--- src/rtl/common.sv ---
// Shared pipeline types: control word, memory-size encodings, memory-stage state.
package common;

  typedef struct packed {
    logic [4:0] rd;
    logic       reg_write;
    logic       mem_read;
    logic       mem_write;
    logic [2:0] mem_size;
  } control_type;

  localparam logic [2:0] SZ_B  = 3'b000;
  localparam logic [2:0] SZ_H  = 3'b001;
  localparam logic [2:0] SZ_W  = 3'b010;
  localparam logic [2:0] SZ_BU = 3'b100;
  localparam logic [2:0] SZ_HU = 3'b101;

  typedef enum logic {
    IDLE,
    ACCESS
  } mem_state_t;

endpackage

--- src/rtl/mem_align.sv ---
// Byte-lane alignment for data memory: byte enables, store replication,
// load lane selection with sign/zero extension, and misalignment detection.
module mem_align
  import common::*;
(
  input  logic [1:0]  addr,
  input  logic [2:0]  mem_size,
  input  logic [31:0] sdata,
  input  logic [31:0] rdata,
  output logic [3:0]  be,
  output logic [31:0] wdata,
  output logic [31:0] ldata,
  output logic        misaligned
);

  logic [7:0]  byte_lane;
  logic [15:0] half_lane;

  // Lane selection from the addressed byte/halfword of the bus word
  always_comb begin
    byte_lane = rdata[{addr, 3'b000} +: 8];
    half_lane = rdata[{addr[1], 4'b0000} +: 16];
  end

  // Size decode; unsupported sizes are reported as misaligned
  always_comb begin
    be         = '0;
    wdata      = sdata;
    ldata      = rdata;
    misaligned = 1'b0;
    case (mem_size)
      SZ_B, SZ_BU: begin
        be    = 4'b0001 << addr;
        wdata = {4{sdata[7:0]}};
        ldata = (mem_size == SZ_B) ? {{24{byte_lane[7]}}, byte_lane}
                                   : {24'h0, byte_lane};
      end
      SZ_H, SZ_HU: begin
        be         = 4'b0011 << addr;
        wdata      = {2{sdata[15:0]}};
        ldata      = (mem_size == SZ_H) ? {{16{half_lane[15]}}, half_lane}
                                        : {16'h0, half_lane};
        misaligned = addr[0];
      end
      SZ_W: begin
        be         = 4'b1111;
        wdata      = sdata;
        ldata      = rdata;
        misaligned = (addr != 2'b00);
      end
      default: misaligned = 1'b1;
    endcase
  end

endmodule

--- src/rtl/memory_stage.sv ---
// Memory pipeline stage: issues data-memory loads/stores over a req/ack bus,
// stalls upstream while an access is outstanding, and registers the writeback result.
module memory_stage
  import common::*;
#(
  parameter int unsigned MAX_WAIT = 15,
  parameter int unsigned WAIT_W   = 8
) (
  input  logic              clk,
  input  logic              rst,
  input  logic              instr_valid_in,
  input  logic [31:0]       alu_data_in,
  input  logic [31:0]       memory_data_in,
  input  control_type       control_in,
  input  logic              compflg_in,
  output logic              stall_out,
  output logic              dmem_req,
  output logic              dmem_we,
  output logic [31:0]       dmem_addr,
  output logic [3:0]        dmem_be,
  output logic [31:0]       dmem_wdata,
  input  logic              dmem_ack,
  input  logic [31:0]       dmem_rdata,
  output logic              wb_valid,
  output logic [31:0]       wb_data,
  output control_type       control_out,
  output logic              compflg_out,
  output logic              misaligned_exc,
  output logic              bus_error
);

  mem_state_t        state, state_next;
  logic [WAIT_W-1:0] wait_cnt, cnt_inc;
  logic [31:0]       addr_q, sdata_q;
  control_type       ctrl_q;
  logic              comp_q;

  logic              in_access, is_mem, accept_mem, timeout;
  logic [1:0]        al_addr;
  logic [2:0]        al_size;
  logic [3:0]        al_be;
  logic [31:0]       al_wdata, al_ldata;
  logic              al_mis;

  // One aligner serves both the incoming op (IDLE) and the latched access (ACCESS)
  always_comb begin
    in_access  = (state == ACCESS);
    al_addr    = in_access ? addr_q[1:0] : alu_data_in[1:0];
    al_size    = in_access ? ctrl_q.mem_size : control_in.mem_size;
    is_mem     = control_in.mem_read | control_in.mem_write;
    accept_mem = (state == IDLE) && instr_valid_in && is_mem && !al_mis;
    cnt_inc    = wait_cnt + WAIT_W'(1);
    timeout    = in_access && !dmem_ack && (cnt_inc == WAIT_W'(MAX_WAIT));
  end

  mem_align u_align (
    .addr       (al_addr),
    .mem_size   (al_size),
    .sdata      (in_access ? sdata_q : memory_data_in),
    .rdata      (dmem_rdata),
    .be         (al_be),
    .wdata      (al_wdata),
    .ldata      (al_ldata),
    .misaligned (al_mis)
  );

  // State register
  always_ff @(posedge clk or posedge rst) begin
    if (rst) state <= IDLE;
    else     state <= state_next;
  end

  // Next-state logic
  always_comb begin
    state_next = state;
    case (state)
      IDLE:    if (accept_mem) state_next = ACCESS;
      ACCESS:  if (dmem_ack || timeout) state_next = IDLE;
      default: state_next = IDLE;
    endcase
  end

  // Bus and stall outputs, driven only while an access is outstanding
  always_comb begin
    stall_out  = in_access;
    dmem_req   = in_access;
    dmem_we    = in_access & ctrl_q.mem_write;
    dmem_addr  = in_access ? {addr_q[31:2], 2'b00} : '0;
    dmem_be    = in_access ? al_be : '0;
    dmem_wdata = in_access ? al_wdata : '0;
  end

  // Wait counter: cleared on accept, counts ACCESS cycles without ack
  always_ff @(posedge clk or posedge rst) begin
    if (rst)                        wait_cnt <= '0;
    else if (accept_mem)            wait_cnt <= '0;
    else if (in_access && !dmem_ack) wait_cnt <= cnt_inc;
  end

  // Access latch, held stable for the whole bus transaction
  always_ff @(posedge clk or posedge rst) begin
    if (rst) begin
      addr_q  <= '0;
      sdata_q <= '0;
      ctrl_q  <= '0;
      comp_q  <= 1'b0;
    end else if (accept_mem) begin
      addr_q  <= alu_data_in;
      sdata_q <= memory_data_in;
      ctrl_q  <= control_in;
      comp_q  <= compflg_in;
    end
  end

  // Writeback registers; valid and exception flags are single-cycle pulses
  always_ff @(posedge clk or posedge rst) begin
    if (rst) begin
      wb_valid       <= 1'b0;
      wb_data        <= '0;
      control_out    <= '0;
      compflg_out    <= 1'b0;
      misaligned_exc <= 1'b0;
      bus_error      <= 1'b0;
    end else begin
      wb_valid       <= 1'b0;
      misaligned_exc <= 1'b0;
      bus_error      <= 1'b0;
      if (state == IDLE) begin
        if (instr_valid_in && (!is_mem || al_mis)) begin
          wb_valid    <= 1'b1;
          wb_data     <= alu_data_in;
          control_out <= control_in;
          compflg_out <= compflg_in;
          if (is_mem) begin
            misaligned_exc        <= 1'b1;
            control_out.reg_write <= 1'b0;
          end
        end
      end else if (dmem_ack || timeout) begin
        wb_valid    <= 1'b1;
        wb_data     <= (dmem_ack && ctrl_q.mem_read) ? al_ldata : addr_q;
        control_out <= ctrl_q;
        compflg_out <= comp_q;
        if (!dmem_ack) begin
          bus_error             <= 1'b1;
          control_out.reg_write <= 1'b0;
        end
      end
    end
  end

endmodule

--- config.mk ---
export PLATFORM = sky130hd
export DESIGN_NAME = memory_stage
export DESIGN_NICKNAME = d
export VERILOG_FILES = /design/src/rtl/common.sv /design/src/rtl/mem_align.sv /design/src/rtl/memory_stage.sv
export SDC_FILE = /design/constraint.sdc
export NUM_CORES = 1
export LEC_CHECK = 0
export BUFFER_PORTS_ARGS = -buffer_cell sky130_fd_sc_hd__buf_2
export CAP_MARGIN = 20
export CORE_UTILIZATION = 30
export DETAILED_ROUTE_END_ITERATION = 10
export RECOVER_POWER = 100
export REMOVE_ABC_BUFFERS = 1
export SLEW_MARGIN = 0
export SYNTH_ARGS = -nofsm -noshare
export SYNTH_HDL_FRONTEND = slang
export SYNTH_SLANG_ARGS = --single-unit
export TNS_END_PERCENT = 20
--- constraint.sdc ---
create_clock -name clk -period 4.8 [get_ports clk]
set_input_delay 0 -clock clk [delete_from_list [all_inputs] [get_ports clk]]
set_output_delay 0 -clock clk [all_outputs]
set_load 0.05 [all_outputs]
# After elaboration in Yosys (flattened, before gate mapping)
# Cells that the tools add are included.
[totals]
output_inout_bits = 118
regBits = 132
word_cells = 90
in_bits = 112
[op_classes]
n_reduce_logical = 19
eq_ne = 6
mux = 37
shifts = 4
addsub = 1
bitwise_logic = 3
[ops]
columns = ["operator", "n"]
rows = [
  ["$mux W32", 8],
  ["$pmux W32 S2", 2],
  ["$mux W11", 3],
  ["$shiftx A32 B6 Y16", 1],
  ["$shiftx A32 B6 Y8", 1],
  ["$mux W1", 16],
  ["$mux W8", 2],
  ["$pmux W4 S3", 1],
  ["$add A8 B1 Y8 const B", 1],
  ["$eq A8 B4 Y1 const B", 1],
  ["$logic_and A1 B1 Y1", 7],
  ["$eq A3 B3 Y1 const B", 2],
  ["$reduce_bool A2 Y1", 3],
  ["$mux W4", 1],
  ["$reduce_or A2 Y1", 2],
  ["$shl A1 B2 Y4 const A", 1],
  ["$shl A2 B2 Y4 const A", 1],
  ["$eq A3 B1 Y1 const B", 1],
  ["$eq A3 B2 Y1 const B", 1],
  ["$logic_not A1 Y1", 3],
  ["$logic_not A3 Y1", 1],
  ["$mux W3", 1],
  ["$pmux W1 S3", 1],
  ["$logic_or A1 B1 Y1", 2],
  ["7 further kinds", 7],
]

# Depth between registers and ports, before layout
[depth]
depth_word = 8
depth_mapped = 10
mapped_depth_nobuf = 8

# By module
# Synthesis repeated with hierarchy kept, for this count alone.
[hier_totals]
cells_unflattened = 748
area_unflattened_um2 = 8003.9
[modules_own_cells]
columns = ["mod", "cells_each", "seq_area_each_um2", "area_each_um2", "instances"]
rows = [
  ["memory_stage", 575, 3303.2, 6785.3, 1],
  ["mem_align", 173, 0.0, 1218.7, 1],
]

# Worst setup path after synthesis
# OpenSTA, ideal clock, no wires.
[synth_path]
kind = "register to output"
start = "register state (netlist: dmem_req)"
end = "output port dmem_be[1]"
setup_slack_ns = 2.030
arrival_ns = 2.770
required_time_ns = 4.800
path_stages_with_launch = 9
path_buffers = 3
path_cell_list = "dfrtp_1 -> buf_4 -> buf_6 -> mux2i_1 -> buf_2 -> nand2_1 -> nor2_1 -> a31oi_1 -> nor2_1"
[synth_via]
elab_chain_len = 5
elab_cells_between_ends = 13
cone_classes = "4 x eq/ne; 2 x shift; 4 x mux; 3 x reduce/logical"
[synth_lines]
columns = ["item", "line_no", "text"]
rows = [
  ["from (decl)", "memory_stage.sv:32", "mem_state_t state, state_next;"],
  ["from (signal assigned)", "memory_stage.sv:70", "else state <= state_next;"],
  ["$mux W3", "memory_stage.sv:49", "al_size = in_access ? ctrl_q.mem_size : control_in.mem_size;"],
  ["$eq A3 B3 Y1, or another cell as far along", "mem_align.sv:31", "case (mem_size)"],
  ["$reduce_or A2 Y1", "mem_align.sv:31", ""],
  ["$pmux W4 S3", "mem_align.sv:31", ""],
  ["$mux W4 (*)", "memory_stage.sv:89", "dmem_be = in_access ? al_be : '0;"],
  ["to (decl)", "memory_stage.sv:20", "output logic [3:0] dmem_be,"],
]
# Every way passes the cells marked *; elsewhere a longest branch is shown, timed or not.

# Worst setup path in the final report
[layout_path]
start = "register state (netlist: dmem_req)"
end = "output port dmem_wdata[31]"
[layout_via]
elab_chain_len = 5
elab_cells_between_ends = 9
cone_classes = "3 x eq/ne; 3 x mux; 3 x reduce/logical"
[layout_lines]
columns = ["item", "line_no", "text"]
rows = [
  ["$mux W3", "memory_stage.sv:49", ""],
  ["$eq A3 B3 Y1, or another cell as far along", "mem_align.sv:31", ""],
  ["$reduce_or A2 Y1", "mem_align.sv:31", ""],
  ["$pmux W32 S2", "mem_align.sv:31", ""],
  ["$mux W32 (*)", "memory_stage.sv:90", "dmem_wdata = in_access ? al_wdata : '0;"],
  ["to (decl)", "memory_stage.sv:21", "output logic [31:0] dmem_wdata,"],
]
# Marks and branches as above.

==> run metrics <==
Comb pwr share=48.1%; synth top area cells=dfrtp_1, mux2_2, a21oi_1, nor2_1, mux2i_1; I/O Buffers=227; Final ANT Viol Nets=0; Final nets=1149; Setup-failing EPs final=0; Initial Utilization=30.9%; hold buffer count at cts=81; clk buf depth=2; Iter 0 DRT Violations=504; WHS Endpoint=wb_data[10]; Gate Count Post-Synth=758; GPL Wtd Cong=0.805; reg2reg end=sdata_q[29]; post-synthesis cell type count=62; Pre-antenna DRT Iters=6; CP arrival=4.04 ns; LEAKAGE=4.11 nW; TritonCTS clock tree=built; wire length per cell=18.1 um; Max Transition Viols Final=77; initial antenna violation count=3; All-Layer GR Usage=19.9%; multi-input logic area=0.00372 mm^2; hold path start=dmem_rdata[10]; Async SR Flop Fraction=100%; post-synth top area share=45.0%; Post-Route Utilization=41.8%; Post-Syn Area=0.00733 mm^2; switching pwr=3.29 mW; Peak VDD IR=293 uV; DP HPWL=16.2 mm; CTS Buf Count=17; grt ovf=0; FF/Latch Area=0.00331 mm^2; r2r setup slk=1.03 ns; Worst slew margin=-48.2%; fill count=2369; clock net sink count=132; CP startpoint kind=register; min-delay worst type=input port to register; area delta synth->final=35.5%; fmax=0.248 GHz; synth warn=0; MaxCap Viol Count=2; Seq pwr share=31.7%; post-place setup slack=1.50 ns; # rows=56; post-synth top area cell=dfrtp_1; R2R cell count=5; worst hold slack=0.0224 ns; Max Fanout on Critical Path=92; largest net degree at the start of global routing=95; die area=0.0251 mm^2; H-tree levels=4; Cell Int Power=3.44 mW; DRC viols=0; setup bufs post-CTS=0; Hold Fails Final Rpt=0; register bit total from synthesis=132; share of cells above drive strength 1=24.0%; global-route wire length before repair=38.0 mm; power per standard cell area=677 mW/mm^2; Most used DFF post-synth=dfrtp_1; Setup crit end kind=output pin; status=complete, but fails checks; Data required, critical path=4.80 ns; Final min period=4.04 ns; Die H=158 um; Clock Latency Late Sink=0.42 ns; Final WS setup=0.762 ns; hold path depth=3; Clock Power Share=20.2%; vias per cell=5.14; Crit Path Category=register to output pin; via count=7035; share of the yosys chip area belonging to registers=45.0%; Die Wd=158 um; Core Region=0.0238 mm^2; switch share=48.9%; syn_area_per_cell=9.68 um^2; Slew @ Worst Pin=2.22 ns; Post-synth EDFFs=0; failing checks=max-capacitance violations, max-slew violations; Reg-to-Reg Start=dmem_req; Fin Setup TNS=0 ns; Ports=230; RSZ-0062 raised after global routing=no; Post-CTS Resized=0; Setup Skew=0.0117 ns; Worst-path clk slew=0.06 ns; drt total wl=24.7 mm; root buf cell=clkbuf_16; vias in the first global route=6858; crit share post-route=84.1%
## routing by layer
metal	GRT usage (%)	vias up	part of all wire, %
li1	-	3292	-
met1	25.4	3445	44
met2	32.7	265	47
met3	5.53	29	7.1
met4	5.77	4	1.6
met5	0	-	0.097
## layout by cell type (no fill, tap or decap), types with 3 or more instances in the layout
cell type / synthesis / final
clkinv_2: 0 / 3
or2_2: 3 / 3
nor2_1: 92 / 92
dlygate4sd3_1: 0 / 81
nor2b_1: 4 / 4
mux2_2: 76 / 76
buf_2: 21 / 122
mux2i_1: 33 / 32
inv_1: 5 / 5
o22ai_1: 18 / 18
clkbuf_1: 25 / 109
buf_4: 6 / 6
o21ai_0: 15 / 15
o211ai_1: 34 / 34
clkbuf_16: 0 / 17
a31oi_1: 7 / 7
clkinv_4: 0 / 4
nand3b_1: 3 / 3
a221oi_1: 3 / 3
a41oi_1: 10 / 10
and2_1: 43 / 40
dfrtp_1: 132 / 130
bufinv_16: 0 / 3
a21oi_1: 74 / 74
nand2_1: 71 / 71
o221ai_1: 8 / 9
nor3_1: 7 / 7
a2111oi_0: 5 / 5
nand4_1: 3 / 3
nand3_1: 11 / 11
## cells in the mapped netlist (4+ instances only)
| cell type | n |
|---|---|
| o21ai_0 | 15 |
| buf_1 | 6 |
| buf_2 | 21 |
| a41oi_1 | 10 |
| a2111oi_0 | 5 |
| mux2i_1 | 33 |
| nand3_1 | 11 |
| nor3_1 | 7 |
| a31oi_1 | 7 |
| nor2_1 | 92 |
| o211ai_1 | 34 |
| o22ai_1 | 18 |
| a21oi_1 | 74 |
| clkbuf_1 | 25 |
| o221ai_1 | 8 |
| dfrtp_1 | 132 |
| buf_4 | 6 |
| nand2_1 | 71 |
| mux2_2 | 76 |
| inv_1 | 5 |
| and2_1 | 43 |
| nor2b_1 | 4 |
## cell families after synthesis
group | synth area share (%)
compound gates | 17.3
xor+xnor | 0.239
fa+ha+maj | 0.341
buf+inv | 4.25
flops | 45.0
mux | 16.7
other cells | 0.0511
simple gates | 16.1
## metrics by stage
| stage | total power [mW] | cells | instance area (um^2) |
|---|---|---|---|
| 6_report | 6.72 | 1368 | 9940 |
| 3_3_place_gp | 5.38 | 1254 | 8690 |
| 2_1_floorplan | 4.53 | 699 | 7050 |
| 4_1_cts | 6.87 | 1367 | 10100 |
| 5_1_grt | 7.14 | 1367 | 9940 |
| 3_5_place_dp | 5.43 | 1254 | 8690 |
## flip-flops by register name, summed over array words and instances, names as in the netlist
| name | count |
|---|---|
| wait_cnt | 8 |
| ctrl_q | 11 |
| addr_q | 32 |
| sdata_q | 32 |
| compflg_out | 1 |
| wb_data | 32 |
| bus_error | 1 |
| control_out | 11 |
| dmem_req | 1 |
| wb_valid | 1 |
| misaligned_exc | 1 |
| comp_q | 1 |
## worst max-delay path by stage
stage	start	end	slack, ns	cells after the start
after floorplan	dmem_req	wait_cnt[5]	-2.27	5
after global placement	dmem_req	wb_data[7]	1.58	7
after detailed placement	dmem_req	wb_data[0]	1.50	7
after CTS	dmem_req	dmem_be[1]	1.13	7
after global routing	dmem_req	dmem_wdata[31]	0.48	7
final	dmem_req	dmem_wdata[31]	0.76	7
## area by class of cell
type                            count  area share [%]
Antenna cell                        1          0.0252
Clock buffer                       20            4.60
Clock inverter                     12            1.56
Inverter                            6           0.277
Multi-Input combinational cell    561            37.4
Sequential cell                   132            33.3
Tap cell                          319            4.02
Timing Repair Buffer              317            18.8
## power groups by stage
stage / registers (mW) / clock network [mW] / logic (mW)
after floorplan: 2.72 / 0 / 1.80
after detailed placement: 2.14 / 0 / 3.29
after CTS: 2.13 / 1.39 / 3.35
after global placement: 2.13 / 0 / 3.26
final: 2.13 / 1.36 / 3.23
after global routing: 2.22 / 1.44 / 3.48
## worst max-delay path, cell delays in order (launching register included)
cell and delay (ns):
dfrtp_4 1.08, buf_4 0.39, mux2i_2 1.12, mux2i_1 0.20, nor2_1 0.15, a21oi_1 0.05, nor2_1 0.10, clkbuf_1 0.49
Note: power is estimated with default switching activity, not from simulation.
